<file path="src/rtl/fsm_table_engine_if.sv">
// Bundle of run/condition/configuration inputs and status outputs for fsm_table_engine.
// The master modport drives stimulus and configuration; the slave modport is the engine.
interface fsm_table_engine_if #(
    parameter int SW = 4,
    parameter int NI = 2,
    parameter int NO = 9,
    parameter int CW = 16
);
    logic              run;
    logic [NI-1:0]     x;
    logic              cfg_we;
    logic [SW+NI-1:0]  cfg_addr;
    logic [SW+NO-1:0]  cfg_data;
    logic              err_clr;
    logic [NO-1:0]     q;
    logic [SW-1:0]     state;
    logic              err;
    logic [CW-1:0]     steps;

    modport master (
        output run, x, cfg_we, cfg_addr, cfg_data, err_clr,
        input  q, state, err, steps
    );

    modport slave (
        input  run, x, cfg_we, cfg_addr, cfg_data, err_clr,
        output q, state, err, steps
    );
endinterface

</file>
<file path="src/rtl/fsm_table_engine.sv">
// Table-driven Mealy automaton: next state and outputs come from a writable table
// indexed by {state, x}, with sticky invalid-entry flag and saturating step counter.
module fsm_table_engine #(
    parameter int SW      = 4,
    parameter int NI      = 2,
    parameter int NO      = 9,
    parameter int OUT_REG = 0,
    parameter int CW      = 16
) (
    input  logic               clk,
    input  logic               res,
    fsm_table_engine_if.slave  bus
);
    localparam int AW    = SW + NI;
    localparam int DEPTH = 1 << AW;
    localparam int EW    = SW + NO;

    logic [EW-1:0]    mem [DEPTH];
    logic [DEPTH-1:0] vld_q;

    logic [SW-1:0] state_q, state_d;
    logic          err_q, err_d;
    logic [CW-1:0] steps_q, steps_d;
    logic [NO-1:0] q_d;

    logic [AW-1:0] idx;
    logic [EW-1:0] ent;
    logic          hit;

    assign idx = {state_q, bus.x};
    assign ent = mem[idx];
    assign hit = vld_q[idx];

    // Entry data is never reset; a write coinciding with reset is dropped.
    always_ff @(posedge clk) begin
        if (bus.cfg_we && !res) begin
            mem[bus.cfg_addr] <= bus.cfg_data;
        end
    end

    always_ff @(posedge clk or posedge res) begin
        if (res) begin
            vld_q <= '0;
        end else if (bus.cfg_we) begin
            vld_q[bus.cfg_addr] <= 1'b1;
        end
    end

    // Lookup sees the pre-write table, so a same-cycle write takes effect next cycle.
    always_comb begin
        state_d = state_q;
        err_d   = err_q;
        steps_d = steps_q;
        q_d     = '0;
        if (bus.err_clr) begin
            err_d = 1'b0;
        end
        if (bus.run) begin
            if (hit) begin
                state_d = ent[EW-1:NO];
                q_d     = ent[NO-1:0];
                if (steps_q != {CW{1'b1}}) begin
                    steps_d = steps_q + CW'(1);
                end
            end else begin
                state_d = '0;
                err_d   = 1'b1;
            end
        end
    end

    always_ff @(posedge clk or posedge res) begin
        if (res) begin
            state_q <= '0;
            err_q   <= 1'b0;
            steps_q <= '0;
        end else begin
            state_q <= state_d;
            err_q   <= err_d;
            steps_q <= steps_d;
        end
    end

    generate
        if (OUT_REG != 0) begin : g_qreg
            logic [NO-1:0] q_q;
            always_ff @(posedge clk or posedge res) begin
                if (res) begin
                    q_q <= '0;
                end else begin
                    q_q <= q_d;
                end
            end
            assign bus.q = q_q;
        end else begin : g_qcomb
            assign bus.q = q_d;
        end
    endgenerate

    assign bus.state = state_q;
    assign bus.err   = err_q;
    assign bus.steps = steps_q;
endmodule

</file>
<file path="src/flat_wrapper.sv">
// flat-port wrapper written by rule: the top's interface ports become plain ports
module fsm_table_engine_flat 
#(
    parameter int SW      = 4,
    parameter int NI      = 2,
    parameter int NO      = 9,
    parameter int OUT_REG = 0,
    parameter int CW      = 16
)
  (clk, res, bus_run, bus_x, bus_cfg_we, bus_cfg_addr, bus_cfg_data, bus_err_clr, bus_q, bus_state, bus_err, bus_steps);
  fsm_table_engine_if #(.SW(SW), .NI(NI), .NO(NO), .CW(CW)) bus_i ();
  input  logic clk;
  input  logic res;
  input wire logic [$bits(bus_i.run)-1:0] bus_run;
  input wire logic [$bits(bus_i.x)-1:0] bus_x;
  input wire logic [$bits(bus_i.cfg_we)-1:0] bus_cfg_we;
  input wire logic [$bits(bus_i.cfg_addr)-1:0] bus_cfg_addr;
  input wire logic [$bits(bus_i.cfg_data)-1:0] bus_cfg_data;
  input wire logic [$bits(bus_i.err_clr)-1:0] bus_err_clr;
  output wire logic [$bits(bus_i.q)-1:0] bus_q;
  output wire logic [$bits(bus_i.state)-1:0] bus_state;
  output wire logic [$bits(bus_i.err)-1:0] bus_err;
  output wire logic [$bits(bus_i.steps)-1:0] bus_steps;
  assign bus_i.run = bus_run;
  assign bus_i.x = bus_x;
  assign bus_i.cfg_we = bus_cfg_we;
  assign bus_i.cfg_addr = bus_cfg_addr;
  assign bus_i.cfg_data = bus_cfg_data;
  assign bus_i.err_clr = bus_err_clr;
  assign bus_q = bus_i.q;
  assign bus_state = bus_i.state;
  assign bus_err = bus_i.err;
  assign bus_steps = bus_i.steps;
  fsm_table_engine #(.SW(SW), .NI(NI), .NO(NO), .OUT_REG(OUT_REG), .CW(CW)) u_core (.clk(clk), .res(res), .bus(bus_i));
endmodule
</file>
<file path="config.mk">
export PLATFORM = sky130hd
export DESIGN_NAME = fsm_table_engine_flat
export DESIGN_NICKNAME = d
export VERILOG_FILES = /design/src/rtl/fsm_table_engine_if.sv /design/src/rtl/fsm_table_engine.sv /design/src/flat_wrapper.sv
export SDC_FILE = /design/constraint.sdc
export NUM_CORES = 1
export LEC_CHECK = 0
export BUFFER_PORTS_ARGS = -buffer_cell sky130_fd_sc_hd__buf_2
export CORE_MARGIN = 4
export CORE_UTILIZATION = 50
export CTS_BUF_LIST = sky130_fd_sc_hd__clkbuf_8 sky130_fd_sc_hd__clkbuf_16
export CTS_CLUSTER_DIAMETER = 80
export DETAILED_ROUTE_END_ITERATION = 8
export PLACE_DENSITY = 0.75
export SYNTH_ARGS = -nofsm -noshare
export SYNTH_HDL_FRONTEND = slang
export SYNTH_SLANG_ARGS = --single-unit
</file>
<file path="constraint.sdc">
create_clock -name clk -period 10.1 [get_ports clk]
set_input_delay 1.515 -clock clk [delete_from_list [all_inputs] [get_ports clk]]
set_output_delay 1.515 -clock clk [all_outputs]
set_load 0.05 [all_outputs]
</file>
======== After elaboration in Yosys (flattened, before gate mapping) ========
Memories as Yosys holds them, arrays and structs flattened.
Index checks and enable logic that the tools add are counted.
operators by class
  order comparisons ....................... 3
  $add $sub $neg .......................... 1
  equal/unequal tests ..................... 1
  reductions and logical operators ........ 4
  muxes and demuxes ....................... 12
  bitwise operators ....................... 1
operators by type and width
  operator                                                                      number
  64-bit bitwise OR                                                             1
  9-bit two-way mux                                                             2
  16-bit by 1-bit adder with 16-bit output, second input constant               1
  16-bit inequality test, second input constant                                 1
  6-bit by 7-bit less-than comparator with 1-bit output, second input constant  2
  1-bit two-way mux                                                             7
  1-bit binary-select mux with 6-bit select                                     1
  1-bit demux with 6-bit select                                                 1
  6-bit by 1-bit >= comparator with 1-bit output, second input constant         1
  4-bit two-way mux                                                             1
  3-bit AND reduction                                                           1
  1-bit logical AND                                                             2
  1-bit zero test                                                               1
storage, ports and cells
  output and inout port bits .............. 30
  memories kept ........................... 1
  bits in registers ....................... 85
  word-level logic and storage cells ...... 27
  memory bits (writable) .................. 832
memory list
  name        words  bits a word  read ports  clocked after memory_dff  write ports  RTL line                text
  u_core.mem  64     13           1           0                         1            fsm_table_engine.sv:18  logic [EW-1:0] mem [DEPTH];

======== Depth between registers and ports, before layout ========
  word-level depth ........................ 5
  mapped depth ............................ 12
  gate-level depth less buffers ........... 8

======== Least setup slack after synthesis ========
Ideal clock, no wire load.
  path type ............................... input -> output
  start ................................... input port bus_x[0]
  end ..................................... output port bus_q[5]
  path buffers ............................ 2
  data required time ...................... 8585 ps
  arrival time ............................ 3948 ps
  stages .................................. 6
  slack ................................... 4637 ps
  path through ............................ buf_4 buf_1 mux4_2 mux4_2 mux4_2 nor2b_1
on the way
  word-level cells in the longest chain between the ends .. 4
  elaborated cells on any way between the ends .. 5
  those cells by class .................... 4 x mux; 1 x memory
ends and longest elaborated chain
  element                                    RTL line                text
  start: declaration                         flat_wrapper.sv:15      input wire logic [$bits(bus_i.x)-1:0] bus_x;
  1-bit binary-select mux with 6-bit select  fsm_table_engine.sv:32  assign hit = vld_q[idx];
  1-bit two-way mux (not written as such)    fsm_table_engine.sv:32
  9-bit two-way mux (*)                      fsm_table_engine.sv:59  if (hit) begin
  9-bit two-way mux (*)                      fsm_table_engine.sv:58  if (bus.run) begin
  end: declaration                           flat_wrapper.sv:20      output wire logic [$bits(bus_i.q)-1:0] bus_q;
Mark *: on every way between the ends. The rest lies on a longest branch, timed or not. The select of a mux whose other input is x is not followed.

======== Worst setup path after layout ========
  start ................................... input port bus_x[1]
  end ..................................... output port bus_q[6]
The elaborated chain is that of the path after synthesis.

==> results.md <==
* CTS tree: yes
* Int Pwr at ~0.0064 W
* Vias at approximately 18000
* Yosys synthesis warning count at 0
* Setup CP Type: input port to output port
* Nets at ~1800
* DRC violation count after routing at 0
* Peak supply drop at 141 µV
* Worst rel slew slack at 0.128
* Cts hold-fix bufs at 0
* FFs w/ async S/R, synth at 0.0927
* Drt pass-1 iters at 7
* Number of global-route vias before repair at 18300
* Core ar. at slightly above 70000 µm²
* FF-to-FF setup slack at between 6 and 7 ns
* Post-detail-place hpwl at 47.8 mm
* Met3 Use GR at 0.0545
* Final setup fails at 0
* Switch Pwr at 0.00212 W
* Critical path required time at about 8.6 ns
* Met1 Resource Use GR at 0.312
* Setup TNS after final layout at 0 ns
* Share of the synthesized area in the top cell type at 0.699
* Sequential share of power at 0.503
* CTS root buf: clkbuf_16
* Power Dens Cells at between 200 and 250 nW/µm²
* Most frequent cell after synthesis: edfxtp_1
* Sequential share of the synthesized area at 0.758
* CTS Sinks at a little over 900
* Clock period minus worst slack at a little over 7 ns
* Comb power frac at 0.116
* Mapped Area at approximately 36000 µm²
* DP Area at 37100 µm²
* GRT busiest layer: met2
* Gr usage total at 0.236
* Fin. Hold Viols at 0
* Fillers at between 4000 and 5000
* Post-layout util at 0.567
* GR Util met2 at 0.388
* Net Sw Frac at 0.249
* Standard-cell row count at 97
* Synthesized area per cell at between 20 and 25 µm²
* Fmax at ~140 MHz
* Status: complete, no violations
* Largest net degree at the start of global routing at about 110
* Clock share of power at 0.382
* Min-delay src: u_core.vld_q[2]
* ANT nets after route at 0
* Share of cells above drive strength 1 at 0.298
* Synth Instances at between 1500 and 2000
* Clock slew at reported path FFs at ~0.060 ns
* Area Growth Syn to Fin at 11.8%
* Area contributors post-synth: edfxtp_1 70%, mux4_2 16%, dfrtp_1 5.9%, nor2_1 0.92%, o21bai_1 0.84%
* Ratio of final minimum period to clock period at 0.704
* Starting Density at 0.507
* Commonest cells post-synth: 832 x edfxtp_1, 259 x mux4_2, 88 x nor2_1
* Max cap viols at 0
* Synthesized flop and latch total at slightly above 900
* Leakage Power at approximately 13 nW
* Worst setup SP type: input port
* CP max FO at 110
* Drt wl/cell at about 32 µm
* Clock Skews at between 0.02 and 0.025 ns
* Worst slew pin tran at 1.31 ns
* Post-synth EDFFs at roughly 830
* R2R Path Start: u_core.bus.state[0]
* Max-slew violation count at 0
* Die ar. at 75900 µm²
* Die X at 275 µm
* Initial antenna violation count at 3
* Die Y at approximately 280 µm
* Top_reg_cell synth: edfxtp_1
* GRT Residual Overflow at 0
* Worst path arrival time at 5.59 ns
* Synth cell types at 52
* Worst-Skew Late Latency at around 0.66 ns
* DP Worst Slack at approximately 3.1 ns
* 1st-iter DRT viols at ~2400
* Mapped Nets at ~1700
* CTS resizes at 0
* Yosys top cell by area: edfxtp_1
* Clock Tree Buf Depth at 3
* Antenna diodes at 0
* Vias per std cell at around 6.5
* Worst setup EP type: output port
* Io pins at 56
* First-pass GRT wire length at around 130 mm
* Finished Cell Area at 40000 µm²
* Final worst slack at around 3 ns
* HP Class: flip-flop to flip-flop
* Port Buf Inserts at 55
* RePlAce Congestion at ~0.83
* Final WL at between 80 and 90 mm
* Crit path launch: bus_x[1]
* Number of setup buffers added after CTS at 0
* Unrepaired setup endpoints after global routing: no
* Number of buffers created by CTS at a little under 90
* H-tree levels at 3
## registers in the layout, indices dropped and copies added (netlist names)
register and cells:
u_core.bus.err 1, u_core.vld_q 64, u_core.bus.state 4, u_core.mem 832, u_core.bus.steps 16
## logic make-up (layout without fill, tap and decap cells)
family / Yosys count / count (layout) / share of synthesized area
mux: 288 / 288 / 0.171
fa+ha+maj: 1 / 1 / 0.000350
compound gates: 123 / 123 / 0.0255
simple gates: 206 / 206 / 0.0276
flops: 917 / 917 / 0.758
buf+inv: 95 / 248 / 0.0134
xor+xnor: 15 / 15 / 0.00367
## layer usage
metal  part of all wire  wire length [µm]
met5                  0                 0
met4              0.036              3100
met2               0.50             43900
met1               0.36             31700
met3              0.099              8690
## placed cells by master (no fill, tap or decap), types with 3 or more instances in the layout
cell type / n
a311oi_1: 3
nand3_1: 23
nor3b_1: 4
nor2b_1: 15
nand2b_1: 4
edfxtp_1: 832
nor3_1: 7
a21oi_1: 10
inv_6: 4
nand3b_1: 5
clkinv_1: 15
dfrtp_1: 84
nor2_2: 55
clkinvlp_4: 5
a2111oi_0: 6
inv_1: 22
nand4_1: 5
and3_1: 6
clkinv_2: 19
clkbuf_16: 88
o21ai_1: 5
nand2_1: 29
buf_2: 53
o21bai_1: 40
mux4_2: 259
or3_1: 5
a21o_1: 24
nor2_1: 33
bufinv_16: 9
buf_4: 22
a22oi_1: 22
nor3_4: 3
mux2i_1: 28
xor2_1: 13
## power groups by stage
stage / combinational (W) / clock, W / sequential [W]
global route: 0.00104 / 0.00345 / 0.00430
floorplan: 0.000580 / 0 / 0.00439
detailed placement: 0.000969 / 0 / 0.00436
global placement: 0.000953 / 0 / 0.00436
CTS: 0.000979 / 0.00329 / 0.00429
finish: 0.000986 / 0.00326 / 0.00429
## cell type report
type | instances | area, µm² | share of cell area
Tap cell | 940 | 1180 | 0.0294
Clock buffer | 89 | 2220 | 0.0554
Inverter | 11 | 42.5 | 0.00106
Timing Repair Buffer | 78 | 480 | 0.0120
Sequential cell | 917 | 27100 | 0.678
Clock inverter | 70 | 622 | 0.0156
Multi-Input combinational cell | 633 | 8340 | 0.209
## final timing paths
kind                                         to  cells after the start
setup / recovery                       bus_q[6]                     10
hold / removal                  u_core.vld_q[2]                      1
setup reg to reg           u_core.bus.steps[14]                      9
hold reg to reg                 u_core.vld_q[2]                      1
max in group asynchronous   u_core.bus.state[0]                      3
min in group asynchronous      u_core.vld_q[11]                      2
## worst max-delay path, stage by stage
cell      delay [ns]
buf_8           0.71
buf_4           0.95
mux4_2          0.42
nor2_1          0.11
nor2_1          0.06
o311ai_1        0.40
nor3_2          0.11
nor2_2          0.73
nor2b_1         0.12
buf_2           0.25
## per-stage QoR
stage | hold WS, ns | instances | total power [W]
6_report | 0.453 | 2738 | 0.00853
5_1_grt | 0.476 | 2738 | 0.00879
4_1_cts | 0.455 | 2738 | 0.00855
3_5_place_dp | 0.440 | 2579 | 0.00533
3_3_place_gp | 0.433 | 2579 | 0.00531
2_1_floorplan | 0.423 | 1645 | 0.00497
No activity file was read; power rests on OpenSTA's default activity.
